### src/rtl/alu_seq_pkg.sv
// alu_seq_pkg: shared types and defaults for the ALU op sequencer.
//   seq_state_t : IDLE / ISSUE / RESP sequencer states
//   DATA_W_DEF  : default operand/result width
//   SEL_W_DEF   : default ALU select width
//   STATE_W     : encoded state width
package alu_seq_pkg;
    localparam int DATA_W_DEF = 32;
    localparam int SEL_W_DEF  = 4;
    localparam int STATE_W    = 2;

    typedef enum logic [STATE_W-1:0] {
        IDLE  = 2'd0,
        ISSUE = 2'd1,
        RESP  = 2'd2
    } seq_state_t;
endpackage

### src/rtl/alu_seq_lat_counter.sv
// alu_seq_lat_counter: settle-time counter for the ALU operand drive.
//   clk, rst_n : clock, synchronous active-low reset
//   clr        : restart the count (asserted on ISSUE entry)
//   en         : count while the sequencer sits in ISSUE
//   done       : one-cycle pulse, registered one cycle after cnt reaches ALU_LAT-1
module alu_seq_lat_counter #(
    parameter int ALU_LAT = 1
) (
    input  logic clk,
    input  logic rst_n,
    input  logic clr,
    input  logic en,
    output logic done
);
    localparam int CNT_W = (ALU_LAT > 1) ? $clog2(ALU_LAT) : 1;
    localparam logic [CNT_W-1:0] LAST = CNT_W'(ALU_LAT - 1);

    logic [CNT_W-1:0] cnt;

    // done is registered, so capture happens ALU_LAT+1 edges after accept.
    // The !done term keeps it a single pulse even though cnt parks at LAST.
    always_ff @(posedge clk) begin
        if (!rst_n || clr) begin
            cnt  <= '0;
            done <= 1'b0;
        end else if (en) begin
            if (cnt != LAST)
                cnt <= cnt + CNT_W'(1);
            done <= (cnt == LAST) && !done;
        end else begin
            done <= 1'b0;
        end
    end
endmodule

### src/rtl/alu_op_sequencer.sv
// alu_op_sequencer: issuing end of an external ALU (A, B, ALU_Sel -> Out, Carry).
//   req_*  : valid/ready op request (operands, select, sweep flag)
//   alu_*  : registered operands/select to the ALU, result/carry back from it
//   rsp_*  : valid/ready response (result, carry, producing select, last flag)
//   busy   : sequencer not idle
// Sweep mode issues NUM_OPS consecutive selects (wrapping) for one operand pair.
module alu_op_sequencer
    import alu_seq_pkg::*;
#(
    parameter int DATA_W  = DATA_W_DEF,
    parameter int SEL_W   = SEL_W_DEF,
    parameter int ALU_LAT = 1,
    parameter int NUM_OPS = 16
) (
    input  logic              clk,
    input  logic              rst_n,
    input  logic              req_valid,
    output logic              req_ready,
    input  logic [DATA_W-1:0] req_a,
    input  logic [DATA_W-1:0] req_b,
    input  logic [SEL_W-1:0]  req_sel,
    input  logic              req_sweep,
    output logic [DATA_W-1:0] alu_a,
    output logic [DATA_W-1:0] alu_b,
    output logic [SEL_W-1:0]  alu_sel,
    input  logic [DATA_W-1:0] alu_out,
    input  logic              alu_carry,
    output logic              rsp_valid,
    input  logic              rsp_ready,
    output logic [DATA_W-1:0] rsp_result,
    output logic              rsp_carry,
    output logic [SEL_W-1:0]  rsp_sel,
    output logic              rsp_last,
    output logic              busy
);
    localparam int OPS_W = $clog2(NUM_OPS + 1);
    localparam logic [OPS_W-1:0] OPS_LAST = OPS_W'(NUM_OPS - 1);

    seq_state_t       state, state_next;
    logic [OPS_W-1:0] ops_left;
    logic             lat_done;
    logic             lat_clr;

    assign req_ready = rst_n && (state == IDLE);
    assign busy      = (state != IDLE);
    assign lat_clr   = (state != ISSUE) && (state_next == ISSUE);

    alu_seq_lat_counter #(.ALU_LAT(ALU_LAT)) u_lat (
        .clk   (clk),
        .rst_n (rst_n),
        .clr   (lat_clr),
        .en    (state == ISSUE),
        .done  (lat_done)
    );

    always_ff @(posedge clk) begin
        if (!rst_n)
            state <= IDLE;
        else
            state <= state_next;
    end

    always_comb begin
        state_next = state;
        case (state)
            IDLE:    if (req_valid) state_next = ISSUE;
            ISSUE:   if (lat_done)  state_next = RESP;
            RESP:    if (rsp_ready) state_next = (ops_left == '0) ? IDLE : ISSUE;
            default: state_next = IDLE;
        endcase
    end

    // Operand and response registers. rsp_valid is always 1 in RESP, so the
    // handshake reduces to rsp_ready there; fields hold until it arrives.
    always_ff @(posedge clk) begin
        if (!rst_n) begin
            alu_a      <= '0;
            alu_b      <= '0;
            alu_sel    <= '0;
            ops_left   <= '0;
            rsp_valid  <= 1'b0;
            rsp_result <= '0;
            rsp_carry  <= 1'b0;
            rsp_sel    <= '0;
            rsp_last   <= 1'b0;
        end else begin
            case (state)
                IDLE: if (req_valid) begin
                    alu_a    <= req_a;
                    alu_b    <= req_b;
                    alu_sel  <= req_sel;
                    ops_left <= req_sweep ? OPS_LAST : '0;
                end
                ISSUE: if (lat_done) begin
                    rsp_result <= alu_out;
                    rsp_carry  <= alu_carry;
                    rsp_sel    <= alu_sel;
                    rsp_last   <= (ops_left == '0);
                    rsp_valid  <= 1'b1;
                end
                RESP: if (rsp_ready) begin
                    rsp_valid <= 1'b0;
                    if (ops_left != '0) begin
                        alu_sel  <= alu_sel + SEL_W'(1);   // wraps mod 2**SEL_W
                        ops_left <= ops_left - OPS_W'(1);
                    end
                end
                default: ;
            endcase
        end
    end
endmodule

### config.mk
export PLATFORM = sky130hd
export DESIGN_NAME = alu_op_sequencer
export DESIGN_NICKNAME = d
export VERILOG_FILES = /design/src/rtl/alu_seq_pkg.sv /design/src/rtl/alu_seq_lat_counter.sv /design/src/rtl/alu_op_sequencer.sv
export SDC_FILE = /design/constraint.sdc
export NUM_CORES = 1
export LEC_CHECK = 0
export ABC_CLOCK_PERIOD_IN_PS = 3800
export BUFFER_PORTS_ARGS = -buffer_cell sky130_fd_sc_hd__buf_2
export CAP_MARGIN = 20
export CORE_MARGIN = 4
export CORE_UTILIZATION = 40
export DETAILED_ROUTE_END_ITERATION = 16
export PLACE_DENSITY = 0.77
export SYNTH_ARGS = -nofsm -noshare
export SYNTH_HDL_FRONTEND = slang
export SYNTH_HIERARCHICAL = 1
export SYNTH_SLANG_ARGS = --single-unit
### constraint.sdc
create_clock -name clk -period 3.8 [get_ports clk]
set_clock_uncertainty 0.05 [all_clocks]
set_input_delay 0.38 -clock clk [delete_from_list [all_inputs] [get_ports clk]]
set_output_delay 0.38 -clock clk [all_outputs]
set_load 0.1 [all_outputs]
## Word-level counts from Yosys, hierarchy flattened

Cells that the tools add are included.

| word-level totals | value |
|---|---|
| flip-flop bits (word level) | 116 |
| latch bits | 0 |
| bits in writable memories | 0 |
| memory bits (read-only) | 0 |
| input bits | 106 |
| memories kept | 0 |

| cells by class | value |
|---|---|
| add/subtract/negate cells | 3 |
| multipliers | 0 |
| div/mod/pow operators | 0 |
| magnitude comparators | 0 |
| eq/ne operators | 8 |
| shifts and indexed selects | 0 |
| multiplexer cells | 18 |
| bitwise gates (word level) | 2 |
| reduce and logical (&&, ||, !) cells | 17 |

Operators with widths:

| cell | number |
|---|---|
| 4-bit 2-to-1 mux | 4 |
| 5-bit 2-to-1 mux | 3 |
| 5-bit one-hot mux with 2 select lines | 1 |
| 2-bit inequality test (second input constant) | 4 |
| 4-bit one-hot mux with 2 select lines | 1 |
| 2-bit 2-to-1 mux | 3 |
| 2-bit one-hot mux with 3 select lines | 1 |
| 2-bit nonzero test | 3 |
| 5-bit logical NOT | 1 |
| 5-bit nonzero test | 1 |
| 5-bit by 1-bit subtractor with 5-bit output (second input constant) | 1 |
| 4-bit by 1-bit adder with 4-bit output (second input constant) | 1 |
| 2-bit by 1-bit == test with 1-bit output (second input constant) | 2 |
| 1-bit 2-to-1 mux | 4 |
| 2-bit AND reduction | 2 |
| 4-bit AND reduction | 1 |
| 1-bit logical AND | 3 |
| 3-bit AND reduction | 1 |
| 2-bit == test (second input constant) | 1 |
| 1-bit logical NOT | 2 |
| 2-bit logical NOT | 1 |
| 2-bit by 1-bit inequality test with 1-bit output (second input constant) | 1 |
| 1-bit NOT | 2 |
| 1-bit one-hot mux with 2 select lines | 1 |
| 3 further kinds | 3 |

## Logic depth before layout (Yosys ltp)

| depth | value |
|---|---|
| depth in word-level cells | 8 |
| mapped depth | 7 |

## Cells and area by module

The synthesis kept the hierarchy.

By module, submodules not included:

| module | instances | cells an instance | area each (µm²) | seq. area each (µm²) |
|---|---|---|---|---|
| alu_op_sequencer | 1 | 523 | 4227.8 | 2282.2 |
| alu_seq_lat_counter | 1 | 2 | 32.5 | 20.0 |

## Worst setup path after synthesis

No wires, ideal clock.

| path | value |
|---|---|
| kind | in2out |
| start | input rst_n |
| end | output req_ready |
| arrival time | 2.378 ns |
| required time | 3.370 ns |
| path slack | 0.992 ns |
| stages | 5 |
| path through | clkbuf_1 inv_1 clkbuf_1 clkbuf_1 nor2_1 |

| between the ends | value |
|---|---|
| cells in the longest elaborated chain, start to end | 1 |

Ends and longest elaborated chain:

| element | RTL line | source |
|---|---|---|
| start: declaration | alu_op_sequencer.sv:16 | `input logic rst_n,` |
| 1-bit logical AND | alu_op_sequencer.sv:44 | `assign req_ready = rst_n && (state == IDLE);` |
| end: declaration | alu_op_sequencer.sv:18 | `output logic req_ready,` |

Every way passes these cells.

## Final worst setup path

Ends and elaborated chain as after synthesis.

==> summary.md <==
| Metric | Value |
|---|---|
| Clk sinks | 115 |
| Data arrival time of the critical path | 1.84 ns |
| Cts hold-fix bufs | 0 |
| First-pass GRT wire length | 18900 um |
| Worst-Margin Slew | 0.982 ns |
| Cells after Synth | 525 |
| Hpwl dp | 8370 um |
| Initial Util | 41.1% |
| Period minus WS final | 2.27 ns |
| Outcome | finished clean |
| Post-synthesis sequential area ratio | 54.0% |
| Worst Setup End Kind | output port |
| Power density cells | 595 mW/mm2 |
| Initial antenna violation count | 0 |
| Crit-path max FO | 52 |
| Vias in the first global route | 4076 |
| Chip Height | 111 um |
| Rel. slew slack | 34.4% |
| Hold Vio Cnt, Final | 0 |
| Layout cells sized above 1 | 35.1% |
| Cell row count | 37 |
| Die area | 0.0124 mm2 |
| Post-CTS Resized | 0 |
| Fin util | 56.9% |
| 1st-pass router iterations | 4 |
| Unique masters post-synth | 37 |
| Setup Buffers After CTS | 0 |
| Num ports | 215 |
| Worst setup SP type | primary input |
| CTS buffer count | 17 |
| Commonest non-fill, non-tap cell in the layout | buf_2 |
| Synth-to-layout area growth | 38.6% |
| Final worst path period share | 59.8% |
| Critical-path cell list | buf_2 -> clkinv_2 -> nor2_1 -> buf_2 |
| Max IR drop VDD | 0.230 mV |
| GRT Overall Usage | 18.0% |
| Hold WS | 0.0709 ns |
| Vias | 4198 |
| Maximum buffer depth of the clock tree | 2 |
| GRT Residual Overflow | 0 |
| CP Data Required Time | 3.37 ns |
| CP most frequent cell | buf_2 |
| Yosys reg bits | 115 |
| # DRC | 0 |
| Syn avg cell area | 8.11 um2 |
| Placer Congestion | 0.870 |
| Synth area leader | dfxtp_1 |
| RSZ-0062 raised after global routing | false |
| Die Wd | 111 um |
| Slew Limit Fails | 0 |
| Top-area cell type share of the netlist area | 54.0% |
| Critical path buffers and inverters | 3 |
| Setup total negative slack | 0 ns |
| Max stage delay cell, worst path | clkinv_2 |
| Clock root cell | clkbuf_8 |
| Kind of critical path | in -> out |
| Mapped cell area | 0.00426 mm2 |
| Nets | 834 |
| Top post-synthesis cells by area | dfxtp_1 54%, nand2_1 19%, a21oi_1 13% |
| H-tree Lvls | 4 |
| Antenna viol nets, final | 0 |
| Antenna cells | 0 |
| Post-Route WL | 11700 um |
| Clock-pin slew on the worst setup and hold paths | 0.06 ns |
| Largest net degree at the start of global routing | 67 |
| Max Freq | 0.440 GHz |
| Core area | 0.0104 mm2 |
| Syn_nets | 634 |
| Starting DRT DRC Count | 299 |
| Yosys warns | 6 |
| Worst skew pair latency | 0.49 ns |
| HP Class | in -> reg |
| Via density | 4.81 |
| Crit-path max cell delay | 0.55 ns |
| CTS tree | built |
| Commonest cells after routing, fill and taps aside | 214 x buf_2, 213 x nand2_1, 115 x dfxtp_1, 109 x a21oi_1, 16 x clkbuf_16 |
| Port Buffers | 214 |
| P_leak | 2.74 nW |
| Max Cap Viol | 0 |
| Wire per inst | 13.4 um |
| Final setup vio count | 0 |
| Top delay family on crit path | buffers and inverters |
-- Yosys cell counts --
master      n
nand2_1   213
dfxtp_1   115
a21oi_1   109
clkbuf_1   17
buf_2      10
buf_6       6
inv_1       5
buf_4       4
nor2_1      4
ha_1        3
nand3_1     3
o21ai_0     3
or3_1       3
a31o_2      2
a32o_1      2
mux2i_1     2
nand3b_1    2
nor2_2      2
o21a_1      2
a211oi_1    1
a21boi_0    1
a21boi_1    1
a311oi_2    1
and2_1      1
and2b_1     1
and4bb_1    1
and4bb_2    1
nand2b_1    1
nor2b_1     1
nor4b_4     1
nor4bb_1    1
o211a_1     1
o211ai_1    1
o21ai_4     1
o31ai_1     1
or2_2       1
or3b_4      1
-- state kept, by name, summed over array words and instances (netlist names) --
signal	cells
rsp_last	1
alu_a	32
rsp_valid	1
u_lat/done	1
ops_left	5
rsp_result	32
alu_sel	4
alu_b	32
rsp_carry	1
state	2
rsp_sel	4
-- worst paths after layout --
kind	depth (start not counted)	end	slack, ns	start
worst min register to register	2	alu_b[11]	0.40	alu_b[11]
worst max register to register	5	alu_b[2]	1.55	state[1]
worst max-delay path	4	req_ready	1.53	rst_n
worst min-delay path	3	alu_b[23]	0.07	req_b[23]
-- metal layers --
layer | global-route usage (%) | share of wire [%] | vias up | routed length, um
met1 | 20.5 | 41 | 1914 | 4770
met3 | 6.22 | 7.5 | 15 | 881
li1 | - | - | 2119 | -
met2 | 31.6 | 51 | 150 | 5930
met4 | 5.60 | 1.2 | 0 | 140
met5 | 0 | 0 | - | 0
-- worst reg2reg max path: stages, from the launching register on --
cell and delay (ns):
dfxtp_1 0.37, or2_2 0.38, nor2_4 0.75, buf_4 0.38
nand2_1 0.09, a21oi_1 0.14
-- kinds of logic (layout without fill, tap and decap cells) --
kind of cell | Yosys count | after routing | synth area share [%]
adder cells (fa/ha/maj) | 3 | 3 | 0.881
flip-flops | 115 | 115 | 54.0
buffers and inverters | 42 | 254 | 5.40
AO/OA/AOI/OAI | 126 | 126 | 16.2
multiplexers | 2 | 2 | 0.470
AND/OR/NAND/NOR | 237 | 237 | 23.0
-- final cells by class --
class | instances | area (um2)
Fill cell | 956 | 4470
Multi-Input combinational cell | 368 | 1730
Sequential cell | 115 | 2300
Timing Repair Buffer | 218 | 1100
Clock inverter | 13 | 160
Inverter | 5 | 20.0
Tap cell | 136 | 170
Clock buffer | 18 | 418
-- report_power, final --
| group | leakage (nW) | total [W] | switching (W) | internal, W |
|---|---|---|---|---|
| clock | 0.281 | 0.00154 | 0.000544 | 0.000994 |
| combinational | 1.52 | 0.000673 | 0.000541 | 0.000132 |
| sequential | 0.939 | 0.00130 | 0.0000377 | 0.00127 |
-- per-stage QoR --
step           total power [W]  setup slack (ns)  cell area, um2  cells
6_report               0.00351              1.53            5900    873
5_1_grt                0.00364              1.36            5900    873
4_1_cts                0.00354              1.51            5900    873
3_5_place_dp           0.00200              1.53            5330    842
3_3_place_gp           0.00199              1.50            5330    842
2_1_floorplan          0.00187             0.992            4260    525
No activity file was read; power rests on OpenSTA's default activity.
